File: config.mk
export PLATFORM = sky130hd
export DESIGN_NAME = pwm_capture
export DESIGN_NICKNAME = d
export VERILOG_FILES = /design/src/rtl/pwm_capture_pkg.sv /design/src/rtl/pwm_capture_div.sv /design/src/rtl/pwm_capture.sv
export SDC_FILE = /design/constraint.sdc
export NUM_CORES = 1
export LEC_CHECK = 0
export CORE_MARGIN = 2
export CORE_UTILIZATION = 50
export CTS_CLUSTER_SIZE = 20
export DETAILED_ROUTE_END_ITERATION = 8
export PLACE_DENSITY = 0.7
export SETUP_SLACK_MARGIN = 0.5
export SLEW_MARGIN = 20
export SYNTH_ARGS = -nofsm -noshare
export SYNTH_HDL_FRONTEND = slang
export SYNTH_SLANG_ARGS = --single-unit
File: constraint.sdc
create_clock -name clk -period 5.35 [get_ports clk]
set_clock_uncertainty 0.2 [all_clocks]
set_input_delay 1.07 -clock clk [delete_from_list [all_inputs] [get_ports clk]]
set_output_delay 1.07 -clock clk [all_outputs]
set_load 0.02 [all_outputs]
File: src/rtl/pwm_capture_pkg.sv
// Shared types and constants for the PWM capture block.
// Holds the measurement FSM encoding and divider timing.
package pwm_capture_pkg;

    typedef enum logic [0:0] {
        ARM  = 1'b0,
        MEAS = 1'b1
    } state_e;

    localparam int DUTY_W_DEF = 8;
    localparam int DIV_CYCLES = DUTY_W_DEF + 1;

    function automatic int div_cycles(input int duty_w);
        return duty_w + 1;
    endfunction

endpackage

File: src/rtl/pwm_capture_div.sv
// Serial restoring divider: quot = floor((num << DUTY_W) / den).
// Requires num < den so the quotient fits in DUTY_W bits.
module pwm_div
    import pwm_capture_pkg::*;
#(
    parameter int CNT_W  = 16,
    parameter int DUTY_W = 8
) (
    input  logic              clk,
    input  logic              reset_n,
    input  logic              start,
    input  logic              abort,
    input  logic [CNT_W-1:0]  num,
    input  logic [CNT_W-1:0]  den,
    output logic              busy,
    output logic              done,
    output logic [DUTY_W-1:0] quot
);

    localparam int CW = $clog2(DUTY_W + 1);

    logic [CNT_W-1:0]  rem;
    logic [CNT_W-1:0]  den_q;
    logic [DUTY_W-1:0] q;
    logic [CW-1:0]     cnt;

    logic [CNT_W:0]    trial;
    logic              ge;
    logic [CNT_W-1:0]  rem_nxt;
    logic [DUTY_W-1:0] q_nxt;

    // num < den, so the upper quotient bits are zero and rem starts at num
    always_comb begin
        trial   = {rem, 1'b0};
        ge      = (trial >= {1'b0, den_q});
        rem_nxt = ge ? CNT_W'(trial - {1'b0, den_q})
                     : trial[CNT_W-1:0];
        q_nxt   = {q[DUTY_W-2:0], ge};
    end

    assign done = busy && (cnt == CW'(1));
    assign quot = q_nxt;

    always_ff @(posedge clk or negedge reset_n) begin
        if (!reset_n) begin
            rem   <= '0;
            den_q <= '0;
            q     <= '0;
            cnt   <= '0;
            busy  <= 1'b0;
        end else if (abort) begin
            busy <= 1'b0;
            cnt  <= '0;
        end else if (start) begin
            rem   <= num;
            den_q <= den;
            q     <= '0;
            cnt   <= CW'(DUTY_W);
            busy  <= 1'b1;
        end else if (busy) begin
            rem <= rem_nxt;
            q   <= q_nxt;
            cnt <= cnt - CW'(1);
            if (cnt == CW'(1)) begin
                busy <= 1'b0;
            end
        end
    end

endmodule

File: src/rtl/pwm_capture.sv
// PWM decoder: measures high time and period of pwm_in and
// reports duty as a DUTY_W-bit fraction of full scale.
module pwm_capture
    import pwm_capture_pkg::*;
#(
    parameter int CNT_W       = 16,
    parameter int DUTY_W      = DUTY_W_DEF,
    parameter int SYNC_STAGES = 2,
    parameter int TIMEOUT     = 65535
) (
    input  logic              clk,
    input  logic              reset_n,
    input  logic              pwm_in,
    output logic [CNT_W-1:0]  high_count,
    output logic [CNT_W-1:0]  period_count,
    output logic [DUTY_W-1:0] duty,
    output logic              valid,
    output logic              stalled,
    output logic              overrun
);

    localparam logic [CNT_W-1:0] TMO = CNT_W'(TIMEOUT);

    logic [SYNC_STAGES-1:0] sync_q;
    logic                   s;
    logic                   s_d;
    logic                   rise;

    state_e           state;
    logic [CNT_W-1:0] per_cnt;
    logic [CNT_W-1:0] hi_cnt;

    logic             tmo_hit;
    logic             timeout_ev;
    logic             rise_meas;
    logic             accept;

    logic              div_busy;
    logic              div_done;
    logic [DUTY_W-1:0] div_q;

    always_ff @(posedge clk or negedge reset_n) begin
        if (!reset_n) begin
            sync_q <= '0;
            s      <= 1'b0;
            s_d    <= 1'b0;
        end else begin
            sync_q <= {sync_q[SYNC_STAGES-2:0], pwm_in};
            s      <= sync_q[SYNC_STAGES-1];
            s_d    <= s;
        end
    end

    assign rise       = s & ~s_d;
    assign tmo_hit    = (per_cnt == TMO);
    assign timeout_ev = tmo_hit & ~rise;
    assign rise_meas  = rise & (state == MEAS);
    assign accept     = rise_meas & ~div_busy;
    assign overrun    = rise_meas & div_busy;

    // Counters reload to 1 on a rise so the rise cycle belongs to the new period
    always_ff @(posedge clk or negedge reset_n) begin
        if (!reset_n) begin
            state   <= ARM;
            per_cnt <= '0;
            hi_cnt  <= '0;
        end else if (rise) begin
            state   <= MEAS;
            per_cnt <= CNT_W'(1);
            hi_cnt  <= CNT_W'(1);
        end else if (tmo_hit) begin
            state   <= ARM;
            per_cnt <= '0;
            hi_cnt  <= '0;
        end else if (state == MEAS) begin
            per_cnt <= per_cnt + CNT_W'(1);
            hi_cnt  <= hi_cnt + CNT_W'(s);
        end else begin
            per_cnt <= per_cnt + CNT_W'(1);
        end
    end

    pwm_div #(
        .CNT_W  (CNT_W),
        .DUTY_W (DUTY_W)
    ) u_div (
        .clk     (clk),
        .reset_n (reset_n),
        .start   (accept),
        .abort   (timeout_ev),
        .num     (hi_cnt),
        .den     (per_cnt),
        .busy    (div_busy),
        .done    (div_done),
        .quot    (div_q)
    );

    // A stall reports once; later timeouts only re-arm the counters
    always_ff @(posedge clk or negedge reset_n) begin
        if (!reset_n) begin
            high_count   <= '0;
            period_count <= '0;
            duty         <= '0;
            valid        <= 1'b0;
            stalled      <= 1'b0;
        end else begin
            valid <= 1'b0;
            if (accept) begin
                high_count   <= hi_cnt;
                period_count <= per_cnt;
            end
            if (timeout_ev) begin
                if (!stalled) begin
                    stalled      <= 1'b1;
                    duty         <= s ? '1 : '0;
                    high_count   <= '0;
                    period_count <= '0;
                    valid        <= 1'b1;
                end
            end else if (div_done) begin
                duty    <= div_q;
                valid   <= 1'b1;
                stalled <= 1'b0;
            end
        end
    end

endmodule

==> results.md <==
* Synth top area cells: dfrtp_1 (51%), nand2_1 (7.1%), a21oi_1 (5.2%), ha_1 (4.3%), nor2_1 (3.9%)
* I/O pin count at 46
* Antenna violations before repair at 0
* First-pass GRT wire length at between 20000 and 25000 µm
* Clock latency on the worst-skew pair at 0.42 ns
* Clock-pin slew on the worst setup and hold paths at around 0.050 ns
* #FFs+latches synth at between 100 and 150
* Core Footprint at 0.01196 mm²
* CTS tree: built
* Final nets at about 720
* Starting density of the core at between 50% and 60%
* Total GRT Usage at between 20 and 25%
* Outcome: finished clean
* Clk pwr share at around 28%
* CTS Sinks at 123
* Worst hold path depth at 0
* Initial DRT Pass Iterations at 5
* Distinct cells, synth at 55
* Area share of fa/ha/maj cells after synthesis at approximately 4.6%
* RSZ-0062 raised after global routing: no
* WL final at ~15000 µm
* CP startpoint kind: register
* Final critical-path required period at 3.384 ns
* Syn avg cell area at between 9 and 10 µm²
* Via count at around 4900
* Post_cts resized at 0
* Asr flop ratio synth at 100.0%
* Combinational share of power at approximately 40%
* Setup repair bufs after CTS at 0
* Cell accounting for the most synthesized area: dfrtp_1
* Simple-Gate Fraction of Synth Area at 18.36%
* Initial DRC count at around 370
* Static leakage at 0.003206 µW
* HPWL after DPL at just over 10000 µm
* Ys flop type: dfrtp_1
* CP max-delay cell: clkdlybuf4s50_1
* Die H at approximately 110 µm
* Rel. slew slack at about 36%
* Remaining DRCs at 0
* FP Rows at 40
* Tightest Pin Transition at between 0.9 and 1 ns
* Fmax achieved at 295.5 MHz
* Xor and xnor area share after synthesis at between 5 and 6%
* Synth top area share at a little over 50%
* Post-synth EDFFs at 0
* Switch Pwr at about 1500 µW
* CP Class: register to primary output
* Worst vdd ir at roughly 0.25 mV
* Worst Hold End: sync_q[1]$_DFF_PN0_
* Vias per inst at roughly 5.8
* Buffers & Inverters on Critical Path at 1
* Pwr/cell area at approximately 570 mW/mm²
* # H-tree levels at 4
* Pins over their slew limit at 0
* Synth Area in Compound Gates at 16.03%
* Fill count at approximately 1000
* Largest net degree at the start of global routing at between 50 and 60
* Post-CTS Hold Fix Bufs at 0
* Main combinational cell family by area after synthesis: simple AND/OR/NAND/NOR gates
* Reported max-cap violation count at 0
* Mux share of post-synthesis cell area at between 1 and 1.5%
* R2R Setup Slk at 2.00 ns
* Worst flop-to-flop path endpoint: u_div.rem[5]$_DFFE_PN0P_
* Crit. End Element: primary output
* Largest stage delay, worst path at between 0.6 and 0.7 ns
* Most common cell after layout, fill and taps aside: dfrtp_1
* Critical Path Fanout Max at 6
* Critical Path RT at roughly 4 ns
* CP Cell Sequence: nor2b_1 -> and3_1 -> clkdlybuf4s50_1
* Fin. Hold Viols at 0
* Share of layout cells above drive strength 1 at ~6.4%
* Synth Cell Area at slightly above 0.006 mm²
* Total die area at roughly 0.013 mm²
* Worst path arrival time at 2.11 ns
* Flop pwr share at roughly a third
* Period utilization at between 60% and 70%
* Synthesized Nets at just under 700
* Most frequent cells in the layout: dfrtp_1 (123), nand2_1 (115), a21oi_1 (63)
* GRT overflow at 0
* # port buffers at 45
* Switching Share at between 30% and 40%
* R2R depth at 8
* Worst R2R Start: per_cnt[0]$_DFF_PN0_
* Setup violations, final at 0
* Avg WL per Cell at roughly 17 µm
* Int Pwr at 2613 µW
* Crit path max-delay family: simple AND/OR/NAND/NOR gates
* CTS Buf Count at 17
* Final Core Density at around three fifths
* CTS root buf: clkbuf_16
* Gate Count Post-Synth at about 660
* Hold Path Class: register to register
* Setup TNS at 0 ns
* Seq/Total Area, Yosys at 50.57%
* Ys Warns at 0
* Area growth from synthesis to layout at 18.46%
* Bufs on Longest Clock Path at 2
* Placer Congestion at between 0.9 and 1
* Antenna cells at 0
* Final ANT Viol Nets at 0
* Die W at between 100 and 150 µm
* Worst Hold Launch: sync_q[0]$_DFF_PN0_
* Vias in the first global route at 4780
synth_stat cells, types with 6 or more instances:
cell,instances
nand2_1,115
and3_1,10
inv_1,25
a21o_1,11
xor2_1,21
nand4_1,7
xnor2_1,14
nor3_1,10
a21oi_1,63
dfrtp_1,123
mux2i_1,6
or3_1,9
nand3_1,13
ha_1,21
a32o_1,6
clkbuf_1,27
nor2_1,64
o31ai_1,7
o21ai_0,33
a211oi_1,11
power by group through the flow:
stage | Combinational (µW) | Clock (µW) | Sequential (µW)
2_1_floorplan | 1150 | 0 | 1360
3_3_place_gp | 1550 | 0 | 1340
3_5_place_dp | 1570 | 0 | 1340
4_1_cts | 1600 | 1150 | 1330
5_1_grt | 1780 | 1190 | 1370
6_report | 1610 | 1140 | 1340
how the worst max path moves through the flow:
stage	start	to	slack, ns	cells after the start
6_report	s$_DFF_PN0_	overrun	1.97	3
2_1_floorplan	u_div.rem[11]$_DFFE_PN0P_	u_div.rem[7]$_DFFE_PN0P_	2.47	11
5_1_grt	per_cnt[0]$_DFF_PN0_	u_div.rem[2]$_DFFE_PN0P_	1.81	8
3_5_place_dp	per_cnt[0]$_DFF_PN0_	u_div.rem[2]$_DFFE_PN0P_	2.09	8
4_1_cts	s$_DFF_PN0_	overrun	1.96	3
3_3_place_gp	per_cnt[0]$_DFF_PN0_	u_div.rem[2]$_DFFE_PN0P_	2.16	8
worst reg2reg max path, stage by stage, from the launching register on:
cell and delay (ns):
dfrtp_1 0.41, ha_1 0.23, nand2_1 0.08, nor3_1 0.46, and4_1 0.35, nand2_1 0.39
nand2_1 0.76, a311oi_1 0.15, a21o_1 0.21
cell type report:
cell class              instances  area, µm²  area share (%)
clock inverters                 7      87.58           1.215
repair buffers                 50      498.0           6.906
clock buffers                  24      501.7           6.958
inverters                      25      93.84           1.301
multi-input cells             473       2768           38.38
well taps                     147      183.9           2.551
flip-flops and latches        123       3078           42.69
metrics by stage:
stage	area, µm²	instances	power (µW)	setup WS (ns)	hold WS [ns]
2_1_floorplan	6087	658	2510	2.465	0.1312
3_3_place_gp	6598	817	2888	2.158	0.1467
3_5_place_dp	6598	817	2917	2.089	0.1434
4_1_cts	7187	848	4084	1.957	0.1550
5_1_grt	7211	849	4338	1.812	0.1554
6_report	7211	849	4083	1.966	0.1558
state kept, by name, summed over array words and instances, names as in the netlist:
| signal | flops |
|---|---|
| u_div.den_q | 16 |
| s_d | 1 |
| u_div.rem | 16 |
| duty | 8 |
| state | 1 |
| valid | 1 |
| u_div.cnt | 4 |
| sync_q | 2 |
| high_count | 16 |
| per_cnt | 16 |
| s | 1 |
| period_count | 16 |
| u_div.q | 7 |
| u_div.busy | 1 |
| hi_cnt | 16 |
| stalled | 1 |
cells by family after synthesis:
family,count (synthesis)
flip-flops,123
AND/OR/NAND/NOR,250
multiplexers,7
AO/OA/AOI/OAI,159
XOR/XNOR,35
buffers and inverters,62
adder cells (fa/ha/maj),22
metal layers:
| layer | vias up | global-route usage (%) | part of all wire, % |
|---|---|---|---|
| li1 | 2335 | - | - |
| met1 | 2439 | 33.45 | 46 |
| met2 | 148 | 37.26 | 48 |
| met3 | 25 | 5.453 | 5.0 |
| met4 | 0 | 9.187 | 1.5 |
| met5 | - | 0 | 0 |
Power figures use the tool's default switching activity.
